`src/rtl/jk_ff_bank.sv`:
```
`default_nettype none
//==============================================================================
// Module      : jk_ff_bank
// Description : Bank of WIDTH storage bits with a per-bank mode select
//               (JK, T, D, SR), clock enable and synchronous clear, plus
//               registered change tracking: per-bit change mask, saturating
//               change counter and a sticky SR-illegal flag.
//
// Ports       : clk       rising-edge clock
//               rst_n     asynchronous active-low reset
//               en        clock enable for q updates
//               sync_clr  synchronous clear (priority over en)
//               mode      00 JK, 01 T, 10 D, 11 SR
//               j         J / T / D / S input per bit
//               k         K / R input per bit (ignored in T and D modes)
//               q         stored value
//               qn        combinational ~q
//               chg       bits of q that changed on the last edge
//               chg_cnt   saturating running total of bit changes
//               sr_err    sticky illegal-SR flag
//
// Revision    : 1.0 - initial release
//==============================================================================
module jk_ff_bank #(
    parameter int               WIDTH     = 8,
    parameter int               CNT_W     = 16,
    parameter logic [WIDTH-1:0] RESET_VAL = '0
) (
    input  logic             clk,
    input  logic             rst_n,
    input  logic             en,
    input  logic             sync_clr,
    input  logic [1:0]       mode,
    input  logic [WIDTH-1:0] j,
    input  logic [WIDTH-1:0] k,
    output logic [WIDTH-1:0] q,
    output logic [WIDTH-1:0] qn,
    output logic [WIDTH-1:0] chg,
    output logic [CNT_W-1:0] chg_cnt,
    output logic             sr_err
);

    localparam logic [1:0] c_MODE_JK = 2'b00;
    localparam logic [1:0] c_MODE_T  = 2'b01;
    localparam logic [1:0] c_MODE_D  = 2'b10;
    localparam logic [1:0] c_MODE_SR = 2'b11;

    // Enough bits to hold a popcount of WIDTH ones.
    localparam int c_POP_W = $clog2(WIDTH + 1);

    logic [WIDTH-1:0]   r_q;
    logic [WIDTH-1:0]   r_chg;
    logic [CNT_W-1:0]   r_chg_cnt;
    logic               r_sr_err;

    logic [WIDTH-1:0]   w_q_next;
    logic [WIDTH-1:0]   w_diff;
    logic [c_POP_W-1:0] w_pop;
    logic [CNT_W:0]     w_sum;
    logic [CNT_W-1:0]   w_cnt_next;
    logic               w_sr_illegal;

    //--------------------------------------------------------------------------
    // Per-bit next-state decode
    //--------------------------------------------------------------------------
    for (genvar i = 0; i < WIDTH; i++) begin : g_bit
        logic w_nxt;

        always_comb begin
            w_nxt = r_q[i];
            case (mode)
                c_MODE_JK: begin
                    case ({j[i], k[i]})
                        2'b01:   w_nxt = 1'b0;
                        2'b10:   w_nxt = 1'b1;
                        2'b11:   w_nxt = ~r_q[i];
                        default: w_nxt = r_q[i];
                    endcase
                end
                c_MODE_T: begin
                    w_nxt = j[i] ? ~r_q[i] : r_q[i];
                end
                c_MODE_D: begin
                    w_nxt = j[i];
                end
                c_MODE_SR: begin
                    // 11 is illegal and simply holds; the flag is raised below.
                    case ({j[i], k[i]})
                        2'b01:   w_nxt = 1'b0;
                        2'b10:   w_nxt = 1'b1;
                        default: w_nxt = r_q[i];
                    endcase
                end
                default: w_nxt = r_q[i];
            endcase
        end

        assign w_q_next[i] = w_nxt;
    end

    assign w_diff       = w_q_next ^ r_q;
    assign w_sr_illegal = (mode == c_MODE_SR) && (|(j & k));

    //--------------------------------------------------------------------------
    // Change counter: popcount of toggled bits, added one bit wider than the
    // counter so the carry-out flags overflow, then clamped to all-ones.
    //--------------------------------------------------------------------------
    always_comb begin
        w_pop = '0;
        for (int i = 0; i < WIDTH; i++) begin
            w_pop = w_pop + c_POP_W'(w_diff[i]);
        end
    end

    assign w_sum      = {1'b0, r_chg_cnt} + (CNT_W + 1)'(w_pop);
    assign w_cnt_next = w_sum[CNT_W] ? {CNT_W{1'b1}} : w_sum[CNT_W-1:0];

    //--------------------------------------------------------------------------
    // State registers
    //--------------------------------------------------------------------------
    always_ff @(posedge clk or negedge rst_n) begin
        if (!rst_n) begin
            r_q       <= RESET_VAL;
            r_chg     <= '0;
            r_chg_cnt <= '0;
            r_sr_err  <= 1'b0;
        end else if (sync_clr) begin
            // The clear is not a counted change and overrides any SR error
            // raised on the same edge.
            r_q       <= RESET_VAL;
            r_chg     <= '0;
            r_chg_cnt <= '0;
            r_sr_err  <= 1'b0;
        end else if (en) begin
            r_q       <= w_q_next;
            r_chg     <= w_diff;
            r_chg_cnt <= w_cnt_next;
            if (w_sr_illegal) begin
                r_sr_err <= 1'b1;
            end
        end else begin
            // Disabled edge: nothing changed, so the mask drops to zero.
            r_chg <= '0;
        end
    end

    assign q       = r_q;
    assign qn      = ~r_q;
    assign chg     = r_chg;
    assign chg_cnt = r_chg_cnt;
    assign sr_err  = r_sr_err;

endmodule
`default_nettype wire

```
`config.mk`:
```
export PLATFORM = sky130hd
export DESIGN_NAME = jk_ff_bank
export DESIGN_NICKNAME = d
export VERILOG_FILES = /design/src/rtl/jk_ff_bank.sv
export SDC_FILE = /design/constraint.sdc
export NUM_CORES = 1
export LEC_CHECK = 0
export CAP_MARGIN = 25
export CORE_UTILIZATION = 43
export CTS_BUF_LIST = sky130_fd_sc_hd__clkbuf_2 sky130_fd_sc_hd__clkbuf_4 sky130_fd_sc_hd__clkbuf_8
export CTS_CLUSTER_DIAMETER = 100
export DETAILED_ROUTE_END_ITERATION = 8
export GPL_TIMING_DRIVEN = 0
export PLACE_DENSITY = 0.71
export SYNTH_ARGS = -nofsm -noshare
export SYNTH_HDL_FRONTEND = slang
export SYNTH_SLANG_ARGS = --single-unit
```
`constraint.sdc`:
```
create_clock -name clk -period 7.1 [get_ports clk]
set_input_delay 1.42 -clock clk [delete_from_list [all_inputs] [get_ports clk]]
set_output_delay 1.42 -clock clk [all_outputs]
set_load 0.02 [all_outputs]
```
# Yosys cells after proc, flatten, opt, wreduce, memory -nomap -nowiden
# Cells that the tools add are included.
# word_totals
in_bits,22
ff_bits,33
output_inout_bits,41
word_cells,98
# classes
n_addsub,8
n_eq_ne,27
reduce_logical,6
bitwise_logic,11
muxes,42
# op_table
operator,count
16-bit two-way mux,3
"2-bit equality test, second input constant",18
8-bit two-way mux,4
1-bit one-hot mux with 4 select lines,8
1-bit one-hot mux with 3 select lines,8
"2-bit by 1-bit equality test with 1-bit output, second input constant",9
16-bit by 4-bit adder with 17-bit output,1
4-bit by 1-bit adder with 4-bit output,4
1-bit one-hot mux with 2 select lines,8
1-bit two-way mux,11
8-bit AND,1
1-bit NOT,8
8-bit NOT,1
8-bit OR reduction,1
8-bit XOR,1
3-bit by 1-bit adder with 4-bit output,1
2-bit nonzero test,2
2-bit by 1-bit adder with 3-bit output,1
1-bit by 1-bit adder with 2-bit output,1
2-bit logical NOT,1
2-bit AND reduction,1
1-bit logical AND,1

# Depth between registers and ports, before layout
# logic_depth
depth_word,15
depth_mapped,17

# Least setup slack after synthesis
# Ideal clock, no wire load.
# synth_timing
kind,input to register
startpoint,in k[2]
endpoint,"reg r_chg_cnt[13], in the netlist chg_cnt[13]"
slack_ns,1.593
required_ns,7.013
t_arrival_ns,5.420
n_path_buf,0
cell_stages,16
setup_ns,0.087
cell_sequence,inv_1 -> ha_1 -> mux2i_1 -> mux4_2 -> a22oi_2 -> fa_1 -> fa_1 -> fa_1 -> fa_1 -> inv_1 -> fa_1 -> nand3_1 -> a21oi_1 -> and2_4 -> nor2_1 -> a211oi_2
# synth_between
elab_chain_cells,14
elab_cells_between_ends,17
cone_classes,7 x add/sub; 3 x eq/ne; 6 x mux; 1 x bitwise
# synth_rtl
item,line,source
"start, declared",35,"input logic [WIDTH-1:0] k,"
"2-bit equality test, or another cell as far along",73,"case ({j[i], k[i]})"
1-bit one-hot mux with 3 select lines / 1-bit one-hot mux with 2 select lines (equally long branches),"73, 88",
1-bit one-hot mux with 4 select lines (*),71,case (mode)
8-bit XOR (*),101,assign w_diff = w_q_next ^ r_q;
2-bit by 1-bit adder with 3-bit output (*),111,w_pop = w_pop + c_POP_W'(w_diff[i]);
3-bit by 1-bit adder with 4-bit output (*),111,
4-bit by 1-bit adder with 4-bit output (*) (4 in series),111,
16-bit by 4-bit adder with 17-bit output (*),115,"assign w_sum = {1'b0, r_chg_cnt} + (CNT_W + 1)'(w_pop);"
16-bit two-way mux (*),116,assign w_cnt_next = w_sum[CNT_W] ? {CNT_W{1'b1}} : w_sum[CNT_W-1:0];
16-bit two-way mux (*),134,end else if (en) begin
16-bit two-way mux (*),127,end else if (sync_clr) begin
"end signal, assigned",137,r_chg_cnt <= w_cnt_next;
"end, declared",53,logic [CNT_W-1:0] r_chg_cnt;
# Mark *: on every way between the ends. The rest lies on a longest branch, timed or not. The select of a mux whose other input is x is not followed.
# A chain may end at the register's enable or synchronous reset.

# Worst setup path in the final report
# layout_timing
startpoint,in k[2]
endpoint,"reg r_chg_cnt[2], in the netlist chg_cnt[2]"
# Same word-level chain as after synthesis.

==> summary.log <==
qor: worst_setup_path.worst-r2r-cell-count 14
qor: layout.postLayoutCoreUtil 57.2%
qor: floorplan.fp.dieH 83.3 µm
qor: power_and_ir_drop.post-layout-total-power 0.000738 W
qor: cts.cts_tree yes
qor: place.buffer_ports.inserted 61
qor: floorplan.initial_core_util 44.7%
qor: cts.clkTransAtPathRegs 0.07 ns
qor: cts.htree_num_levels 2
qor: power_and_ir_drop.power-per-cell-area 203 nW/µm²
qor: timing.maxSlewHeadroom 49.4%
qor: timing.grt_setup_unrepaired false
qor: status.outcome finished, final reports clean
qor: cts.postCtsSetupBuffers 0
qor: yosys.synth-warning-count 0
qor: worst_setup_path.critPathLaunchType input port
qor: routing.dr_total_vias 2599
qor: grt.grt.total_usage 22.2%
qor: routing.number_of_design_rule_violations_left_by_the_first_detailed_router_iteration 131
qor: yosys.nets_in_the_synthesized_netlist 364
qor: floorplan.floorplan.die_area 6940 µm²
qor: cts.clkSinkCount 33
qor: yosys.synth_seq_area_share 29.1%
qor: yosys.yosys.cell_types.count 57
qor: cts.clk_root_buffer_cell sky130_fd_sc_hd__clkbuf_8
qor: worst_setup_path.critical_path.slowest_cell sky130_fd_sc_hd__fa_1
qor: place.postPlaceCellArea 3540 µm²
qor: cts.clkLatencyLatePin 0.29 ns
qor: worst_setup_path.crit_path_buf_inv_count 3
qor: layout.syn2layout_area_growth 27.7%
qor: routing.dr.pass1.iters 4
qor: cts.cts_inserted_buffers 5
qor: yosys.synth_area_leaders sky130_fd_sc_hd__dfrtp_1, sky130_fd_sc_hd__ha_1, sky130_fd_sc_hd__nor2_1
qor: timing.clock_skew 0.00712 ns
qor: hold_path.min-delay-path-class flip-flop to flip-flop
qor: place.routabilityCongestion 0.869
qor: floorplan.die_width 83.3 µm
qor: yosys.synth.cell_area 2840 µm²
qor: timing.final.period_utilization 86.8%
qor: timing.fmax 162 MHz
qor: worst_setup_path.path_delay_family adder cells
qor: layout.nets 432
qor: cts.ctsHoldBuffers 0
qor: hold_path.worstHoldStart chg_cnt[10]$_DFFE_PN0P_
qor: timing.worst_slew_pin_slew 0.759 ns
qor: power_and_ir_drop.worst_vdd_rail_ir_drop 0.156 mV
qor: layout.finalNonFillerCells 461
qor: timing.totalNegativeSetupSlack 0 ns
qor: routing.totalWireLength 7420 µm
qor: timing.finalHoldViolations 0
qor: timing.max_slew_violations 0
qor: yosys.synthTopCellsByCount sky130_fd_sc_hd__dfrtp_1, sky130_fd_sc_hd__nor2_1, sky130_fd_sc_hd__inv_1
qor: grt.antenna_violations_before_repair 0
qor: timing.time_the_worst_path_needs_with_i_o_delays_and_setup 6.16 ns
qor: worst_setup_path.crit_arrival 6.34 ns
qor: layout.proportion_of_layout_cells_with_a_drive_suffix_above_1 12.5%
qor: yosys.synthArstFlopShare 100%
qor: yosys.synthFlopType sky130_fd_sc_hd__dfrtp_1
qor: worst_setup_path.critical_path.reg2reg.startpoint q[2]$_DFFE_PN0P_
qor: place.dp.cells 453
qor: worst_setup_path.critical_path_sink_type flip-flop
qor: timing.setup_viol_count_final 0
qor: cts.clockBufferDepth 2
qor: floorplan.core.rowCount 29
qor: layout.postLayoutCellArea 3630 µm²
qor: grt.global_route_wire_length_before_repair 12300 µm
qor: yosys.netlist.top_cell.by_area sky130_fd_sc_hd__dfrtp_1
qor: worst_setup_path.worst-setup-path-type input port to flip-flop
qor: yosys.synth_edf_count 0
qor: worst_setup_path.cp-startpoint k[2]
qor: grt.first_global_vias 2489
qor: worst_setup_path.setup.reg_to_reg.worst_slack 2.41 ns
qor: place.dp.final_hpwl 5490 µm
qor: routing.detail_route.wl_per_cell 16.1 µm
qor: yosys.synth_top_cell_area_share 29.1%
qor: worst_setup_path.critPathMostFrequentCell sky130_fd_sc_hd__fa_1
qor: worst_setup_path.slowest_delay 0.55 ns
qor: layout.antenna_cells_inserted 0
qor: worst_setup_path.critical_path.reg2reg.endpoint chg_cnt[2]$_DFFE_PN0P_
qor: floorplan.floorplan_core_area 6350 µm²
qor: grt.overflow 0
qor: yosys.synth.ff_latch_count 33
qor: routing.detail_route.vias_per_cell 5.64
qor: grt.largest_net_degree_at_the_start_of_global_routing 34
qor: worst_setup_path.critical_path.max_fanout 5
qor: floorplan.pin_count 63
qor: worst_setup_path.timing.critical_path.cells clkdlybuf4s50_1 -> inv_1 -> ha_1 -> mux2i_1 -> mux4_2 -> a22oi_2 -> fa_1 -> fa_1 -> fa_1 -> fa_1 -> inv_1 -> fa_1 -> nand3_1 -> a21oi_1 -> nand2_1 -> a311oi_1
qor: hold_path.whs_endpoint chg_cnt[10]$_DFFE_PN0P_
qor: yosys.syn-instance-count 315
qor: power_and_ir_drop.power_leakage 1.59 nW
qor: routing.final_antenna_net_count 0
qor: cts.postCtsResizedCells 0
qor: yosys.syn_avg_cell_area 9.02 µm²
qor: run.maxCapViolations 0
qor: hold_path.hold_path_depth 1
qor: worst_setup_path.worst-endpoint-required 7.28 ns
qor: routing.post-route-drc-count 0
[cell usage in the layout, fill, tap and decap left out, drive strengths merged, types with 8 or more instances in the layout]
cell type	n
clkdlybuf4s50	60
nor2	33
dfrtp	33
inv	32
ha	22
a21oi	22
nand2	18
buf	15
o21ai	14
clkbuf	11
mux2i	9
nand3	9
nor3	8
a211oi	8
[worst register-to-register path, cell delays in order, from the launching register on]
cell and delay, ns:
sky130_fd_sc_hd__dfrtp_1 0.39, sky130_fd_sc_hd__buf_4 0.17, sky130_fd_sc_hd__xnor2_1 0.13, sky130_fd_sc_hd__mux4_2 0.47
sky130_fd_sc_hd__a22oi_2 0.27, sky130_fd_sc_hd__fa_1 0.51, sky130_fd_sc_hd__fa_1 0.55, sky130_fd_sc_hd__fa_1 0.44
sky130_fd_sc_hd__fa_1 0.39, sky130_fd_sc_hd__inv_1 0.08, sky130_fd_sc_hd__fa_1 0.21, sky130_fd_sc_hd__nand3_1 0.19
sky130_fd_sc_hd__a21oi_1 0.26, sky130_fd_sc_hd__nand2_1 0.20, sky130_fd_sc_hd__a311oi_1 0.33
[metrics by stage]
| step | hold WS (ns) | setup WS [ns] |
|---|---|---|
| after floorplan | 0.610 | 1.59 |
| after global placement | 0.507 | 0.671 |
| after detailed placement | 0.554 | 0.656 |
| after CTS | 0.565 | 0.908 |
| after global routing | 0.579 | 0.628 |
| final | 0.551 | 0.939 |
[cells by family after synthesis]
family / after synthesis / share of synthesized area (%)
simple gates: 97 / 17.7
compound gates: 89 / 24.1
buf+inv: 51 / 8.06
flops: 33 / 29.1
fa+ha+maj: 27 / 13.2
mux: 13 / 6.34
xor+xnor: 5 / 1.54
[flip-flops by register name, indices dropped and copies added, names as in the netlist]
name,cells
chg,8
chg_cnt,16
q,8
sr_err,1
[per-layer routing]
| layer | global-route usage, % | vias up | part of all wire [%] | routed length [µm] |
|---|---|---|---|---|
| met5 | 0 | - | 0 | 0 |
| met4 | 6.90 | 0 | 1.5 | 108 |
| met3 | 2.98 | 9 | 5.2 | 386 |
| met2 | 35.3 | 68 | 46 | 3420 |
| met1 | 31.3 | 1239 | 47 | 3500 |
| li1 | - | 1283 | - | - |
[area by class of cell]
type                       count  area [µm²]
fill                         565        2720
sequential                    33         826
clock buffer                   6        76.3
inverter                      32         120
tap                           77        96.3
buffer                        19         109
timing repair buffer          61         606
clock inverter                 2        10.0
multi-input combinational    231        1790
[power by group]
part	internal (W)	switching (W)	leakage (nW)
clock network	0.0000718	0.0000739	0.0484
registers	0.000205	0.0000146	0.446
logic	0.000167	0.000205	1.09
total	0.000444	0.000294	1.59
[worst max-delay path by stage]
stage / to / slack [ns] / cells past startpoint
after floorplan: chg_cnt[13]$_DFFE_PN0P_ / 1.59 / 16
after global placement: chg_cnt[2]$_DFFE_PN0P_ / 0.67 / 16
after detailed placement: chg_cnt[2]$_DFFE_PN0P_ / 0.66 / 16
after CTS: chg_cnt[2]$_DFFE_PN0P_ / 0.91 / 16
after global routing: chg_cnt[0]$_DFFE_PN0P_ / 0.63 / 17
final: chg_cnt[2]$_DFFE_PN0P_ / 0.94 / 16
Note: power is estimated with default switching activity, not from simulation.
